$ cat src/rtl/mcu_spi_receiver.sv
// mcu_spi_receiver: SPI mode-0 slave front-end for the MCU link, clocked on clk.
// Synchronises SCK/MOSI/CS_n and deserialises 24-bit {cmd, addr, data} frames, MSB first.
// A frame whose cmd equals SOFTSW_CMD updates softsw_command and pulses softsw_stb.
// Any other frame pulses cmd_valid. The MCU reads back {FW_VERSION, tx_data} on MISO.
// Ports:
//   clk, rst_n             system clock, async active-low reset
//   mcu_sck/mosi/cs_n      asynchronous SPI inputs from the MCU
//   mcu_miso               SPI data to the MCU (idles high)
//   tx_data[15:0]          status word returned in bytes 2-3 of each frame
//   cmd_valid              one-clk pulse for a completed non-soft-switch frame
//   cmd/addr/data[7:0]     fields of the last completed frame
//   softsw_command[15:0]   {addr, data} of the last soft-switch frame
//   softsw_stb             one-clk pulse when softsw_command is written
// Requires f_clk >= 8 x f_sck. SYNC_STAGES must be at least 2.
module mcu_spi_receiver #(
   parameter logic [7:0]  SOFTSW_CMD  = 8'h0E,
   parameter logic [7:0]  FW_VERSION  = 8'h01,
   parameter int unsigned SYNC_STAGES = 2
) (
   input  logic        clk,
   input  logic        rst_n,
   input  logic        mcu_sck,
   input  logic        mcu_mosi,
   input  logic        mcu_cs_n,
   output logic        mcu_miso,
   input  logic [15:0] tx_data,
   output logic        cmd_valid,
   output logic [7:0]  cmd,
   output logic [7:0]  addr,
   output logic [7:0]  data,
   output logic [15:0] softsw_command,
   output logic        softsw_stb
);

   localparam int unsigned FRAME_BITS = 24;
   localparam int unsigned CNT_W      = 5;

   typedef enum logic [1:0] {
      IDLE   = 2'd0,
      RECV   = 2'd1,
      COMMIT = 2'd2
   } state_e;

   // Input synchronisers and edge-detect copies
   logic [SYNC_STAGES-1:0] sck_sync_q, sck_sync_d;
   logic [SYNC_STAGES-1:0] cs_n_sync_q, cs_n_sync_d;
   logic [SYNC_STAGES-1:0] mosi_sync_q, mosi_sync_d;
   logic                   sck_dly_q, sck_dly_d;
   logic                   cs_n_dly_q, cs_n_dly_d;

   // Select-edge qualification after reset
   logic [SYNC_STAGES:0]   settle_q, settle_d;
   logic                   arm_q, arm_d;

   // Frame state
   state_e                 state_q, state_d;
   logic [CNT_W-1:0]       bit_cnt_q, bit_cnt_d;
   logic [23:0]            rx_shift_q, rx_shift_d;
   logic [23:0]            tx_shift_q, tx_shift_d;

   // Registered outputs
   logic                   mcu_miso_q, mcu_miso_d;
   logic                   cmd_valid_q, cmd_valid_d;
   logic [7:0]             cmd_q, cmd_d;
   logic [7:0]             addr_q, addr_d;
   logic [7:0]             data_q, data_d;
   logic [15:0]            softsw_command_q, softsw_command_d;
   logic                   softsw_stb_q, softsw_stb_d;

   logic                   sck_s, cs_n_s, mosi_s;
   logic                   sck_rise, sck_fall, cs_fall;

   // Synchronised levels and edges
   always_comb begin
      sck_s    = sck_sync_q[SYNC_STAGES-1];
      cs_n_s   = cs_n_sync_q[SYNC_STAGES-1];
      mosi_s   = mosi_sync_q[SYNC_STAGES-1];
      sck_rise = sck_s & ~sck_dly_q;
      sck_fall = ~sck_s & sck_dly_q;
      // cs_n synchronisers reset high; if the pin is already low at release,
      // that reset-induced 1->0 step must not be mistaken for a new select.
      cs_fall  = arm_q & cs_n_dly_q & ~cs_n_s;
   end

   // Next-state and output logic
   always_comb begin
      sck_sync_d       = {sck_sync_q[SYNC_STAGES-2:0], mcu_sck};
      cs_n_sync_d      = {cs_n_sync_q[SYNC_STAGES-2:0], mcu_cs_n};
      mosi_sync_d      = {mosi_sync_q[SYNC_STAGES-2:0], mcu_mosi};
      sck_dly_d        = sck_s;
      cs_n_dly_d       = cs_n_s;
      settle_d         = {settle_q[SYNC_STAGES-1:0], 1'b1};
      // Arm once the chain carries true pin values and cs_n has been seen high
      arm_d            = arm_q | (settle_q[SYNC_STAGES] & cs_n_s);

      state_d          = state_q;
      bit_cnt_d        = bit_cnt_q;
      rx_shift_d       = rx_shift_q;
      tx_shift_d       = tx_shift_q;
      cmd_d            = cmd_q;
      addr_d           = addr_q;
      data_d           = data_q;
      softsw_command_d = softsw_command_q;
      cmd_valid_d      = 1'b0;
      softsw_stb_d     = 1'b0;

      case (state_q)
         IDLE: begin
            bit_cnt_d = '0;
            if (cs_fall) begin
               tx_shift_d = {FW_VERSION, tx_data};
               state_d    = RECV;
            end
         end
         RECV: begin
            if (cs_n_s) begin
               // Deselect before a full frame: drop the partial frame
               bit_cnt_d = '0;
               state_d   = IDLE;
            end else if (sck_rise) begin
               rx_shift_d = {rx_shift_q[22:0], mosi_s};
               bit_cnt_d  = bit_cnt_q + CNT_W'(1);
               if (bit_cnt_q == CNT_W'(FRAME_BITS - 1)) begin
                  state_d = COMMIT;
               end
            end else if (sck_fall && (bit_cnt_q != '0)) begin
               // Only shift after a rising edge of this frame, so the trailing
               // fall of the previous back-to-back frame does not eat the
               // first bit of the freshly reloaded status word.
               tx_shift_d = {tx_shift_q[22:0], 1'b1};
            end
         end
         COMMIT: begin
            cmd_d  = rx_shift_q[23:16];
            addr_d = rx_shift_q[15:8];
            data_d = rx_shift_q[7:0];
            if (rx_shift_q[23:16] == SOFTSW_CMD) begin
               softsw_command_d = rx_shift_q[15:0];
               softsw_stb_d     = 1'b1;
            end else begin
               cmd_valid_d = 1'b1;
            end
            bit_cnt_d  = '0;
            tx_shift_d = {FW_VERSION, tx_data};
            state_d    = cs_n_s ? IDLE : RECV;
         end
         default: begin
            state_d = IDLE;
         end
      endcase

      mcu_miso_d = (state_d == IDLE) ? 1'b1 : tx_shift_d[23];
   end

   // State register
   always_ff @(posedge clk or negedge rst_n) begin
      if (!rst_n) begin
         sck_sync_q       <= '0;
         cs_n_sync_q      <= '1;
         mosi_sync_q      <= '0;
         sck_dly_q        <= 1'b0;
         cs_n_dly_q       <= 1'b1;
         settle_q         <= '0;
         arm_q            <= 1'b0;
         state_q          <= IDLE;
         bit_cnt_q        <= '0;
         rx_shift_q       <= '0;
         tx_shift_q       <= '1;
         mcu_miso_q       <= 1'b1;
         cmd_valid_q      <= 1'b0;
         cmd_q            <= 8'h00;
         addr_q           <= 8'h00;
         data_q           <= 8'h00;
         softsw_command_q <= 16'hFFFF;
         softsw_stb_q     <= 1'b0;
      end else begin
         sck_sync_q       <= sck_sync_d;
         cs_n_sync_q      <= cs_n_sync_d;
         mosi_sync_q      <= mosi_sync_d;
         sck_dly_q        <= sck_dly_d;
         cs_n_dly_q       <= cs_n_dly_d;
         settle_q         <= settle_d;
         arm_q            <= arm_d;
         state_q          <= state_d;
         bit_cnt_q        <= bit_cnt_d;
         rx_shift_q       <= rx_shift_d;
         tx_shift_q       <= tx_shift_d;
         mcu_miso_q       <= mcu_miso_d;
         cmd_valid_q      <= cmd_valid_d;
         cmd_q            <= cmd_d;
         addr_q           <= addr_d;
         data_q           <= data_d;
         softsw_command_q <= softsw_command_d;
         softsw_stb_q     <= softsw_stb_d;
      end
   end

   assign mcu_miso       = mcu_miso_q;
   assign cmd_valid      = cmd_valid_q;
   assign cmd            = cmd_q;
   assign addr           = addr_q;
   assign data           = data_q;
   assign softsw_command = softsw_command_q;
   assign softsw_stb     = softsw_stb_q;

endmodule

$ cat config.mk
export PLATFORM = sky130hd
export DESIGN_NAME = mcu_spi_receiver
export DESIGN_NICKNAME = d
export VERILOG_FILES = /design/src/rtl/mcu_spi_receiver.sv
export SDC_FILE = /design/constraint.sdc
export NUM_CORES = 1
export LEC_CHECK = 0
export ABC_AREA = 1
export ABC_CLOCK_PERIOD_IN_PS = 1500
export BUFFER_PORTS_ARGS = -buffer_cell sky130_fd_sc_hd__buf_2
export CAP_MARGIN = 20
export CORE_MARGIN = 1
export CORE_UTILIZATION = 50
export DETAILED_ROUTE_END_ITERATION = 8
export PLACE_DENSITY = 0.86
export SLEW_MARGIN = 0
export SYNTH_ARGS = -nofsm -noshare
export SYNTH_HDL_FRONTEND = slang
export SYNTH_SLANG_ARGS = --single-unit
$ cat constraint.sdc
create_clock -name clk -period 1.5 [get_ports clk]
set_clock_uncertainty 0.05 [all_clocks]
set_input_delay 0.3 -clock clk [delete_from_list [all_inputs] [get_ports clk]]
set_output_delay 0.3 -clock clk [all_outputs]
set_load 0.02 [all_outputs]
==> metrics.md <==
| Metric | Value |
|---|---|
| Max cap viols | 0 |
| DR vias/cell | 5.23 |
| Post-synth top area cell | dfrtp_1 |
| Synth Net Count | 474 |
| R2r startpoint | bit_cnt_q[1] |
| HP Class | in2reg |
| PwrDens | 1040 nW/um^2 |
| TritonCTS Buffers | 9 |
| P&R area growth vs syn | 25.4% |
| Tmin final | 1.53 ns |
| Chip height | 95.5 um |
| Maximum vdd drop | 599 uV |
| Post-synth top area share | 37.8% |
| First-pass GRT wire length | 14300 um |
| Clock transition at the registers of the reported paths | 0.11 ns |
| Worst Hold Path EP | tx_shift_q[0] |
| Final WL | 9370 um |
| Simple-gate share of the synthesized area | 19.6% |
| Clock Tree Buf Depth | 2 |
| Core Area | 8340 um^2 |
| Fraction of layout instances using a drive strength above 1 | 36.2% |
| Critical path fanouts, max | 11 |
| Worst reg-to-reg path cell count | 11 |
| GRT Residual Overflow | 0 |
| Multi-input logic area | 1470 um^2 |
| Post-synthesis sequential area ratio | 64.3% |
| Mapped cell area | 4370 um^2 |
| Synth Area in Adders | 0.573% |
| Total Routing Usage GR | 20.5% |
| Largest net degree at the start of global routing | 47 |
| Core Rows | 33 |
| Fillers | 614 |
| Yosys cell types | 20 |
| Ports | 64 |
| Synthesized area per cell | 9.68 um^2 |
| Xor and xnor fraction of the mapped netlist area | 0% |
| Largest family of logic cells by synthesized area | simple AND/OR/NAND/NOR gates |
| CP Cell Sequence | inv_2 > ha_4 > inv_2 > nor2_1 > nand2_1 > nand2_2 > nand2_2 > nand3_4 > clkbuf_16 > nand2_1 > nand2_1 |
| Clock Sinks | 110 |
| CP required | 1.76 ns |
| P_leak | 2.65 nW |
| Synth top area cells | dfrtp_1, dfstp_2, nand2_1, o21ai_0, inv_1 |
| Dpl hpwl | 5840 um |
| Vias | 3369 |
| Setup WS pre-CTS | -0.00591 ns |
| Slowest stage delay, CP | 0.39 ns |
| Finished Core Util | 65.7% |
| Die ar. | 9110 um^2 |
| CTS tree | built |
| Yosys Warn Count | 0 |
| Status | complete, but fails checks |
| ANT cells | 0 |
| Synthesized instance count | 451 |
| Vias in the first global route | 3123 |
| Post-synthesis register bit count | 110 |
| Nets | 557 |
| Failing checks | setup timing |
| Slew Viols, Final | 0 |
| WL/cell | 14.5 um |
| WHS | 0.0980 ns |
| Setup Viol. Count Final | 6 |
| Worst hold path depth | 3 |
| R2r endpoint | tx_shift_q[11] |
| Routability cong. | 0.839 |
| PortBufs | 63 |
| Critical hold path startpoint | tx_data[0] |
| Total chip power | 5.70 mW |
| Critical path's most frequent cell | nand2_1 |
| Root buffer cell | clkbuf_8 |
| DRC viols | 0 |
| Final hold violation count | 0 |
| Final period utilization | 102% |
| Post-DRT Antenna Nets | 0 |
| Crit-path slowest cell | dfrtp_1 |
| Antenna violations before repair | 0 |
| Fmax | 654 MHz |
| H-tree levels | 3 |
| RSZ-0062 raised after global routing | yes |
| Register area | 2810 um^2 |
| CP Class | reg2reg |
| Final worst slack | -0.0299 ns |
| Compound-Gate Fraction of Synth Area | 9.51% |
| Worst reg-to-reg setup slack | -0.03 ns |
| Insertion delay to the later sink of the worst-skew pair | 0.38 ns |
| Drt first pass iters | 4 |
| Horiz. Die Dim | 95.5 um |
| Worst setup EP type | flip-flop |
| CP Data Arrival Time | 1.79 ns |
| Initial core utilization | 52.4% |
| Setup_tns | -0.0450 ns |
| DR iter-0 viols | 135 |
| Multiplexer area fraction after synthesis | 0% |
| Setup crit start kind | flip-flop |
-- worst max-delay path: cells and delay by family, from the launching register on --
| family | cells | cell delay (ns) |
|---|---|---|
| buffers and inverters | 3 | 0.30 |
| and+or+nand+nor | 7 | 0.58 |
| DFF | 1 | 0.39 |
| adders and majority gates | 1 | 0.15 |
-- logic make-up after synthesis --
family	Yosys count
compound gates	75
fa+ha+maj	2
buf+inv	62
flops	110
other cells	1
simple gates	201
-- routing by layer --
layer | up-vias | part of all wire, % | global-route usage (%) | routed length (um)
met5 | - | 0 | 0 | 0
met1 | 1637 | 44 | 26.2 | 4130
met2 | 103 | 50 | 34.8 | 4680
met4 | 0 | 1.5 | 6.97 | 136
li1 | 1616 | - | - | -
met3 | 13 | 4.5 | 3.99 | 423
-- worst max path at each step --
stage | start | to | slack, ns | depth (start not counted)
3_3_place_gp | state_q[0] | softsw_command[13] | 0.05 | 5
4_1_cts | bit_cnt_q[0] | tx_shift_q[12] | 0.002 | 10
2_1_floorplan | bit_cnt_q[0] | tx_shift_q[10] | 0.07 | 11
6_report | bit_cnt_q[1] | tx_shift_q[11] | -0.03 | 11
5_1_grt | bit_cnt_q[1] | tx_shift_q[11] | -0.07 | 11
3_5_place_dp | sck_sync_q[1] | tx_shift_q[0] | -0.006 | 7
-- where the power goes --
part	internal [mW]	total (mW)	switching, mW
Sequential	3.21	3.34	0.130
Clock	0.661	1.79	1.13
Combinational	0.253	0.567	0.314
Total	4.12	5.70	1.57
-- stage by stage --
| stage | std cells | cell area [um^2] |
|---|---|---|
| after floorplan | 451 | 4370 |
| after global placement | 615 | 4950 |
| after detailed placement | 615 | 4950 |
| after CTS | 636 | 5200 |
| after global routing | 644 | 5480 |
| final | 644 | 5480 |
-- cells in the mapped netlist --
master	instances
nor2_2	2
a22oi_1	15
inv_1	42
conb_1	1
a21o_1	1
nor4_4	1
buf_6	1
nand3_1	11
clkbuf_1	4
nor3_2	1
a21oi_1	5
dfstp_2	44
nand3_4	1
ha_1	2
nor2_1	11
dfrtp_1	66
nand4_1	18
o21ai_0	54
nand2_1	156
buf_2	15
-- final cells by class --
| class | count | share of cell area, % |
|---|---|---|
| clock buffers | 9 | 2.26 |
| inverters | 42 | 2.88 |
| multi-input cells | 279 | 26.8 |
| well taps | 105 | 2.40 |
| clock inverters | 7 | 1.35 |
| repair buffers | 92 | 13.0 |
| flip-flops and latches | 110 | 51.3 |
-- flip-flops by register name (all words and copies together) (netlist names), 2 cells and up --
register	flops
addr	8
softsw_command	16
state_q	2
mosi_sync_q	2
sck_sync_q	2
data	8
cmd	8
cs_n_sync_q	2
rx_shift_q	24
settle_q	3
tx_shift_q	24
bit_cnt_q	5
-- placed cells by master (no fill, tap or decap), types with 2 or more instances in the layout --
master	instances
clkinv_4	2
nand4_1	18
nor2_2	2
nand2_2	17
a21oi_1	4
nor2_1	9
inv_1	37
dfstp_2	44
nand2_1	135
dlygate4sd3_1	4
a22oi_2	9
buf_4	12
o21ai_0	52
nand3_1	9
clkbuf_8	9
nand3_4	2
inv_2	5
dfrtp_1	66
buf_2	62
buf_12	10
inv_8	2
a22oi_1	6
buf_6	2
nor2_4	2
nand2_4	4
inv_6	2
clkbuf_16	2
-- what timing repair did --
| item | 4_1_cts | 5_1_grt |
|---|---|---|
| setup buffers | 1 | 6 |
| gates cloned | 0 | 2 |
| resized for setup | 3 | 51 |
| endpoints found under the hold margin | 24 | 0 |
| setup endpoints to repair | 13 | 81 |
| hold buffers | 4 | 0 |
| pin swaps | 0 | 4 |
Power figures use the tool's default switching activity.
